## config.mk

```make
export PLATFORM = sky130hd
export DESIGN_NAME = exu_inst_buf_flat
export DESIGN_NICKNAME = d
export VERILOG_FILES = /design/src/rtl/exu_inst_buf_if.sv /design/src/rtl/exu_inst_buf.sv /design/src/flat_wrapper.sv
export SDC_FILE = /design/constraint.sdc
export NUM_CORES = 1
export LEC_CHECK = 0
export CAP_MARGIN = 20
export CORE_ASPECT_RATIO = 1.5
export CORE_MARGIN = 2
export CORE_UTILIZATION = 31
export DETAILED_ROUTE_END_ITERATION = 8
export HOLD_SLACK_MARGIN = 0.12
export PLACE_DENSITY = 0.49
export SLEW_MARGIN = 20
export SYNTH_ARGS = -nofsm -noshare
export SYNTH_HDL_FRONTEND = slang
export SYNTH_SLANG_ARGS = --single-unit
```

## constraint.sdc

```tcl
create_clock -name clk -period 9.55 [get_ports clk]
set_clock_uncertainty 0.2 [all_clocks]
set_input_delay 1.91 -clock clk [delete_from_list [all_inputs] [get_ports clk]]
set_output_delay 1.91 -clock clk [all_outputs]
set_load 0.05 [all_outputs]
```

## src/rtl/exu_inst_buf_if.sv

```systemverilog
`default_nettype none
// ============================================================================
// exu_inst_buf_if : fetch-side and EXU-side handshake bundle of the buffer
// Revision 1.0
// ============================================================================
interface exu_inst_buf_if #(
    parameter int DEPTH = 4,
    parameter int CNT_W = $clog2(DEPTH) + 1,
    parameter int XLEN  = 32
);
    logic             flush;
    logic             in_vld;
    logic             in_rdy;
    logic [31:0]      in_inst;
    logic [XLEN-1:0]  in_pc;
    logic             out_vld;
    logic             out_rdy;
    logic [31:0]      out_inst;
    logic [XLEN-1:0]  out_pc;
    logic [CNT_W-1:0] count;

    modport master (
        output flush, in_vld, in_inst, in_pc, out_rdy,
        input  in_rdy, out_vld, out_inst, out_pc, count
    );

    modport slave (
        input  flush, in_vld, in_inst, in_pc, out_rdy,
        output in_rdy, out_vld, out_inst, out_pc, count
    );
endinterface
`default_nettype wire

```

## src/rtl/exu_inst_buf.sv

```systemverilog
`default_nettype none
// ============================================================================
// exu_inst_buf : DEPTH-entry instruction FIFO between fetch and execute
// Revision 1.0
// ============================================================================
module exu_inst_buf #(
    parameter int DEPTH = 4,
    parameter int CNT_W = $clog2(DEPTH) + 1,
    parameter int XLEN  = 32
) (
    input  wire              clk,
    input  wire              rst_n,
    exu_inst_buf_if.slave    bus
);
    localparam int c_ADDR_W = $clog2(DEPTH);
    localparam int c_PTR_W  = c_ADDR_W + 1;

    logic [31:0]        inst_q [DEPTH];
    logic [XLEN-1:0]    pc_q   [DEPTH];
    logic [c_PTR_W-1:0] wr_ptr_q, wr_ptr_d;
    logic [c_PTR_W-1:0] rd_ptr_q, rd_ptr_d;

    logic w_empty;
    logic w_full;
    logic w_push;
    logic w_pop;

    // Extra wrap bit distinguishes full from empty when the indices coincide.
    assign w_empty = (wr_ptr_q == rd_ptr_q);
    assign w_full  = (wr_ptr_q[c_ADDR_W-1:0] == rd_ptr_q[c_ADDR_W-1:0]) &&
                     (wr_ptr_q[c_ADDR_W] != rd_ptr_q[c_ADDR_W]);

    assign w_push = bus.in_vld  && !w_full  && !bus.flush;
    assign w_pop  = bus.out_rdy && !w_empty && !bus.flush;

    always_comb begin
        wr_ptr_d = wr_ptr_q;
        rd_ptr_d = rd_ptr_q;
        if (bus.flush) begin
            wr_ptr_d = '0;
            rd_ptr_d = '0;
        end else begin
            if (w_push) wr_ptr_d = wr_ptr_q + c_PTR_W'(1);
            if (w_pop)  rd_ptr_d = rd_ptr_q + c_PTR_W'(1);
        end
    end

    always_ff @(posedge clk or negedge rst_n) begin
        if (!rst_n) begin
            wr_ptr_q <= '0;
            rd_ptr_q <= '0;
        end else begin
            wr_ptr_q <= wr_ptr_d;
            rd_ptr_q <= rd_ptr_d;
        end
    end

    // Payload storage carries no reset; entries are don't-care while empty.
    always_ff @(posedge clk) begin
        if (w_push) begin
            inst_q[wr_ptr_q[c_ADDR_W-1:0]] <= bus.in_inst;
            pc_q[wr_ptr_q[c_ADDR_W-1:0]]   <= bus.in_pc;
        end
    end

    assign bus.in_rdy   = !w_full;
    assign bus.out_vld  = !w_empty;
    assign bus.out_inst = inst_q[rd_ptr_q[c_ADDR_W-1:0]];
    assign bus.out_pc   = pc_q[rd_ptr_q[c_ADDR_W-1:0]];
    assign bus.count    = CNT_W'(wr_ptr_q - rd_ptr_q);
endmodule
`default_nettype wire

```

## src/flat_wrapper.sv

```systemverilog
// flat-port wrapper written by rule: the top's interface ports become plain ports
module exu_inst_buf_flat 
#(
    parameter int DEPTH = 4,
    parameter int CNT_W = $clog2(DEPTH) + 1,
    parameter int XLEN  = 32
)
  (clk, rst_n, bus_flush, bus_in_vld, bus_in_inst, bus_in_pc, bus_out_rdy, bus_in_rdy, bus_out_vld, bus_out_inst, bus_out_pc, bus_count);
  exu_inst_buf_if #(.DEPTH(DEPTH), .CNT_W(CNT_W), .XLEN(XLEN)) bus_i ();
  input  wire clk;
  input  wire rst_n;
  input wire logic [$bits(bus_i.flush)-1:0] bus_flush;
  input wire logic [$bits(bus_i.in_vld)-1:0] bus_in_vld;
  input wire logic [$bits(bus_i.in_inst)-1:0] bus_in_inst;
  input wire logic [$bits(bus_i.in_pc)-1:0] bus_in_pc;
  input wire logic [$bits(bus_i.out_rdy)-1:0] bus_out_rdy;
  output wire logic [$bits(bus_i.in_rdy)-1:0] bus_in_rdy;
  output wire logic [$bits(bus_i.out_vld)-1:0] bus_out_vld;
  output wire logic [$bits(bus_i.out_inst)-1:0] bus_out_inst;
  output wire logic [$bits(bus_i.out_pc)-1:0] bus_out_pc;
  output wire logic [$bits(bus_i.count)-1:0] bus_count;
  assign bus_i.flush = bus_flush;
  assign bus_i.in_vld = bus_in_vld;
  assign bus_i.in_inst = bus_in_inst;
  assign bus_i.in_pc = bus_in_pc;
  assign bus_i.out_rdy = bus_out_rdy;
  assign bus_in_rdy = bus_i.in_rdy;
  assign bus_out_vld = bus_i.out_vld;
  assign bus_out_inst = bus_i.out_inst;
  assign bus_out_pc = bus_i.out_pc;
  assign bus_count = bus_i.count;
  exu_inst_buf #(.DEPTH(DEPTH), .CNT_W(CNT_W), .XLEN(XLEN)) u_core (.clk(clk), .rst_n(rst_n), .bus(bus_i));
endmodule
```

After elaboration in Yosys (flattened, before gate mapping). Memories as Yosys holds them, arrays and structs flattened. Index checks and enable logic that the tools add are counted.

Memories kept: 2. Bits in registers: 6. Logic and storage cells: 26. Memory bits (writable): 256. Output and inout bits: 69. Bits of input ports: 69.

Add/subtract/negate cells: 3. Equal/unequal tests: 3. Reductions and logical operators: 10. Mux-type cells: 6.

Memory list: u_core.inst_q (words 4, width 32, rd ports 1, clocked after Yosys merged registers in 0, write ports 1, line exu_inst_buf.sv:18) `logic [31:0] inst_q [DEPTH];`; u_core.pc_q (words 4, width 32, rd ports 1, clocked after Yosys merged registers in 0, write ports 1, line exu_inst_buf.sv:19) `logic [XLEN-1:0] pc_q [DEPTH];`.

Operators by type and width (number): two-way mux 3 bit (4); adder 3 x 1 -> 3 bit (second input constant) (2); logical AND 1 bit (5); nonzero test 2 bit (2); equality test 3 bit (1); zero test 1 bit (3); subtractor 3 bit (1); equality test 2 bit (1); two-way mux 1 bit (2); != test 1 bit (1).

Depth between registers and ports, before layout.
Word-level depth: 7. Gate-level depth with buffers: 6. Mapped depth without buffers: 5.

Worst setup path before layout. OpenSTA, ideal clock, no wires.

Kind: in2reg. Start: input port bus_in_vld. End: memory u_core.inst_q[3][0], enable pin. Arrival: 3897 ps. Setup time: 429 ps. Stages: 3. Required time: 8921 ps. Slack: 5024 ps. Buffers on the path: 1. Path through: clkbuf_1 nor2b_1 and3_1.

Cells in the longest elaborated chain, start to end: 4.

Ends and longest elaborated chain: start, declared (line flat_wrapper.sv:13) `input wire logic [$bits(bus_i.in_vld)-1:0] bus_in_vld;`; logical AND 1 bit (2 in series) (line exu_inst_buf.sv:33) `assign w_push = bus.in_vld && !w_full && !bus.flush;`; two-way mux 1 bit (line exu_inst_buf.sv:60) `if (w_push) begin`; two-way mux 1 bit (not written as such) (line exu_inst_buf.sv:61) `inst_q[wr_ptr_q[c_ADDR_W-1:0]] <= bus.in_inst;`; end, declared (line exu_inst_buf.sv:18).

Every way passes these cells.

Worst setup path after layout.
Start: register u_core.rd_ptr_q[0]. End: output port bus_out_pc[5].

Cells in the longest elaborated chain, start to end: 1.

Ends and longest elaborated chain: start, declared (line exu_inst_buf.sv:21) `logic [c_PTR_W-1:0] rd_ptr_q, rd_ptr_d;`; start signal, assigned (line exu_inst_buf.sv:54) `rd_ptr_q <= rd_ptr_d;`; memory read (4 x 32 bit); end, declared (line flat_wrapper.sv:20) `output wire logic [$bits(bus_i.out_pc)-1:0] bus_out_pc;`.

Every way passes these cells.

==> impl_metrics.env <==
export IMPL_grtUsageTotal_pct=12.21
export IMPL_max_clock_freq_mhz=178.1
export IMPL_num_nets_final=630
export IMPL_core_area_um2=31140
export IMPL_ant_nets=0
export IMPL_wl_um=19960
export IMPL_yosysUniqueCellTypes=33
export IMPL_cp_cell_sequence="buf_4, mux4_2, clkdlybuf4s50_1"
export IMPL_whs_ns=0.4038
export IMPL_finalCritPeriodShare_pct=58.78
export IMPL_drt_pass1_iterations=4
export IMPL_synth_cell_area_um2=9849
export IMPL_hold_viol=0
export IMPL_syn_inst=399
export IMPL_end_kind="output port"
export IMPL_status="finished, final reports clean"
export IMPL_clk_path_buf_depth=3
export IMPL_ys_seq_area_share_pct=79.57
export IMPL_cts_resized=0
export IMPL_syn_area_per_cell_um2=24.69
export IMPL_via_per_inst=4.609
export IMPL_timing_rr_start="u_core.rd_ptr_q[0]"
export IMPL_rsz0062_at_grt="no"
export IMPL_clk_latency_ns=0.53
export IMPL_min_period_ns=5.613
export IMPL_slew_viol_final=0
export IMPL_fill_cells=2797
export IMPL_antenna_found_initial=1
export IMPL_ys_ff_latch=262
export IMPL_irDropWorstVdd_v=0.0003147
export IMPL_ctsHoldBuffers=0
export IMPL_postCtsSetupBuffers=0
export IMPL_overflow=0
export IMPL_start_kind="flop"
export IMPL_place_ws_ns=4.346
export IMPL_cp_max_fo=44
export IMPL_relSlewSlack_pct=40.72
export IMPL_synth_main_ff_cell="edfxtp_1"
export IMPL_die_area_um2=33240
export IMPL_power_total_uw=3949
export IMPL_cts_buffers_inserted=26
export IMPL_yosysWarnings=0
export IMPL_critPathLaunch="u_core.rd_ptr_q[0]"
export IMPL_gp_congestion=0.6984
export IMPL_io_pins=138
export IMPL_fp_row_count=79
export IMPL_setup_viol=0
export IMPL_hp_start="u_core.wr_ptr_q[2]"
export IMPL_h_tree_depth=1
export IMPL_crit_required_ns=7.44
export IMPL_worstSetupPathType="flop to output port"
export IMPL_start_util_pct=31.63
export IMPL_crit_buf_inv=2
export IMPL_die_x_um=149.5
export IMPL_crit_slowest_cell="dfrtp_4"
export IMPL_worstPathArrival_ns=3.50
export IMPL_drc=0
export IMPL_dr_total_vias=4508
export IMPL_first_iter_violations=265
export IMPL_grt_max_degree=69
export IMPL_tns_ns=0
export IMPL_p_per_area_nw_per_um2=315.8
export IMPL_drive_above_1_share_pct=19.44
export IMPL_setup_ws_ns=3.937
export IMPL_cp_top_family="buffers and inverters"
export IMPL_grt_pass1_wl_um=30430
export IMPL_synth_fp_nets=476
export IMPL_synth_edff_count=256
export IMPL_io_buffers=137
export IMPL_grt_pass1_vias=5110
export IMPL_avgRoutedWirePerCell_um=20.41
export IMPL_cts_tree="yes"
export IMPL_syn_to_final_growth_pct=26.97
export IMPL_path_clk_slew_ns=0.06
export IMPL_min_path_type="flop to flop"
export IMPL_final_util_pct=40.16
export IMPL_tightest_slew_ns=0.8892
export IMPL_p_leak_uw=0.003874
export IMPL_post_dp_hpwl_um=11510
export IMPL_cts_sinks=262
export IMPL_cts_root_buf="clkbuf_16"
export IMPL_synthArstFlopShare_pct=2.290
export IMPL_maxCapViolCount=0
export IMPL_fp_dieH_um=222.3
export IMPL_critPathMaxStageDelay_ns=1.01
-- registers in the layout (all words and copies together), names as in the netlist --
signal / count
u_core.inst_q: 128
u_core.pc_q: 128
u_core.rd_ptr_q: 3
u_core.wr_ptr_q: 3
-- cells in the mapped netlist, types with 2 or more instances --
master    count  area [µm²]
a31oi_1       2       12.51
inv_1         5       18.77
buf_4         2       15.01
mux4_2       64        1441
a211o_1       2       17.52
ha_1          7       87.58
nand4b_1      2       17.52
buf_12        4       80.08
nor2b_1       2       12.51
nand3_1       5       25.02
a21oi_1       2       10.01
or4_1         2       15.01
clkbuf_1      3       11.26
buf_2         7       35.03
dfrtp_1       6       150.1
edfxtp_1    256        7687
and3_1        4       25.02
nor3b_1       2       15.01
nand2_1       6       22.52
nor2_1        3       11.26
-- cells in the final DEF (no fill, tap or decap), types with 2 or more instances in the layout --
master / instances
edfxtp_1: 256
clkdlybuf4s50_1: 137
mux4_2: 64
clkbuf_16: 26
clkbuf_1: 8
ha_1: 7
nand2_1: 6
clkinv_1: 6
inv_1: 5
nand3_1: 5
dfrtp_1: 4
and3_4: 3
nor2_1: 3
buf_16: 3
diode_2: 2
nor2b_1: 2
or4_1: 2
nor3b_1: 2
a31oi_1: 2
nand4b_1: 2
a211o_1: 2
a21oi_1: 2
clkinvlp_4: 2
buf_4: 2
dfrtp_4: 2
-- report_power, final --
part | internal [µW] | leakage (µW) | switching [µW]
logic | 589 | 0.00110 | 944
registers | 1370 | 0.00240 | 107
clock network | 530 | 0.000369 | 404
-- per-layer routing --
metal	global-route usage [%]	wire length (µm)	share of wire (%)
met1	14.63	7786	39
met2	21.84	10790	54
met3	2.218	914	4.6
met4	4.240	466	2.3
met5	0	0	0
-- kinds of logic after synthesis --
family / count (synthesis) / share of synthesized area (%)
flip-flops: 262 / 79.57
multiplexers: 65 / 14.75
AND/OR/NAND/NOR: 31 / 1.931
buffers and inverters: 22 / 1.740
AO/OA/AOI/OAI: 9 / 0.6606
adder cells (fa/ha/maj): 8 / 1.092
XOR/XNOR: 2 / 0.2541
-- metrics by stage --
stage | std cells | instance area, µm²
after floorplan | 399 | 9849
final | 978 | 12510
after CTS | 973 | 12430
after global placement | 926 | 11620
after global routing | 977 | 12500
after detailed placement | 927 | 11640
-- cell type report --
class	count	area, µm²	share of cell area [%]
repair buffers	143	1489	11.91
inverters	5	18.77	0.1501
clock buffers	34	680.7	5.443
clock inverters	12	101.3	0.8104
well taps	405	506.7	4.052
diodes	2	5.005	0.04002
multi-input cells	115	1859	14.87
flip-flops and latches	262	7845	62.73
-- worst reg2reg max path: cells and delay by family (launching register included) --
family / cells / cell delay (ns)
simple gates: 3 / 1.20
flops: 1 / 1.01
buf+inv: 1 / 0.58
fa+ha+maj: 1 / 0.45
-- worst paths after layout --
kind / cells past startpoint / slack (ns) / endpoint
worst max-delay path: 3 / 3.94 / bus_out_pc[5]
worst min-delay path: 2 / 0.40 / u_core.wr_ptr_q[2]
worst max register to register: 5 / 5.70 / u_core.pc_q[0][7]
worst min register to register: 2 / 0.40 / u_core.wr_ptr_q[2]
max in group asynchronous: 1 / 7.41 / u_core.rd_ptr_q[1]
min in group asynchronous: 1 / 1.44 / u_core.wr_ptr_q[2]
Power figures use the tool's default switching activity.
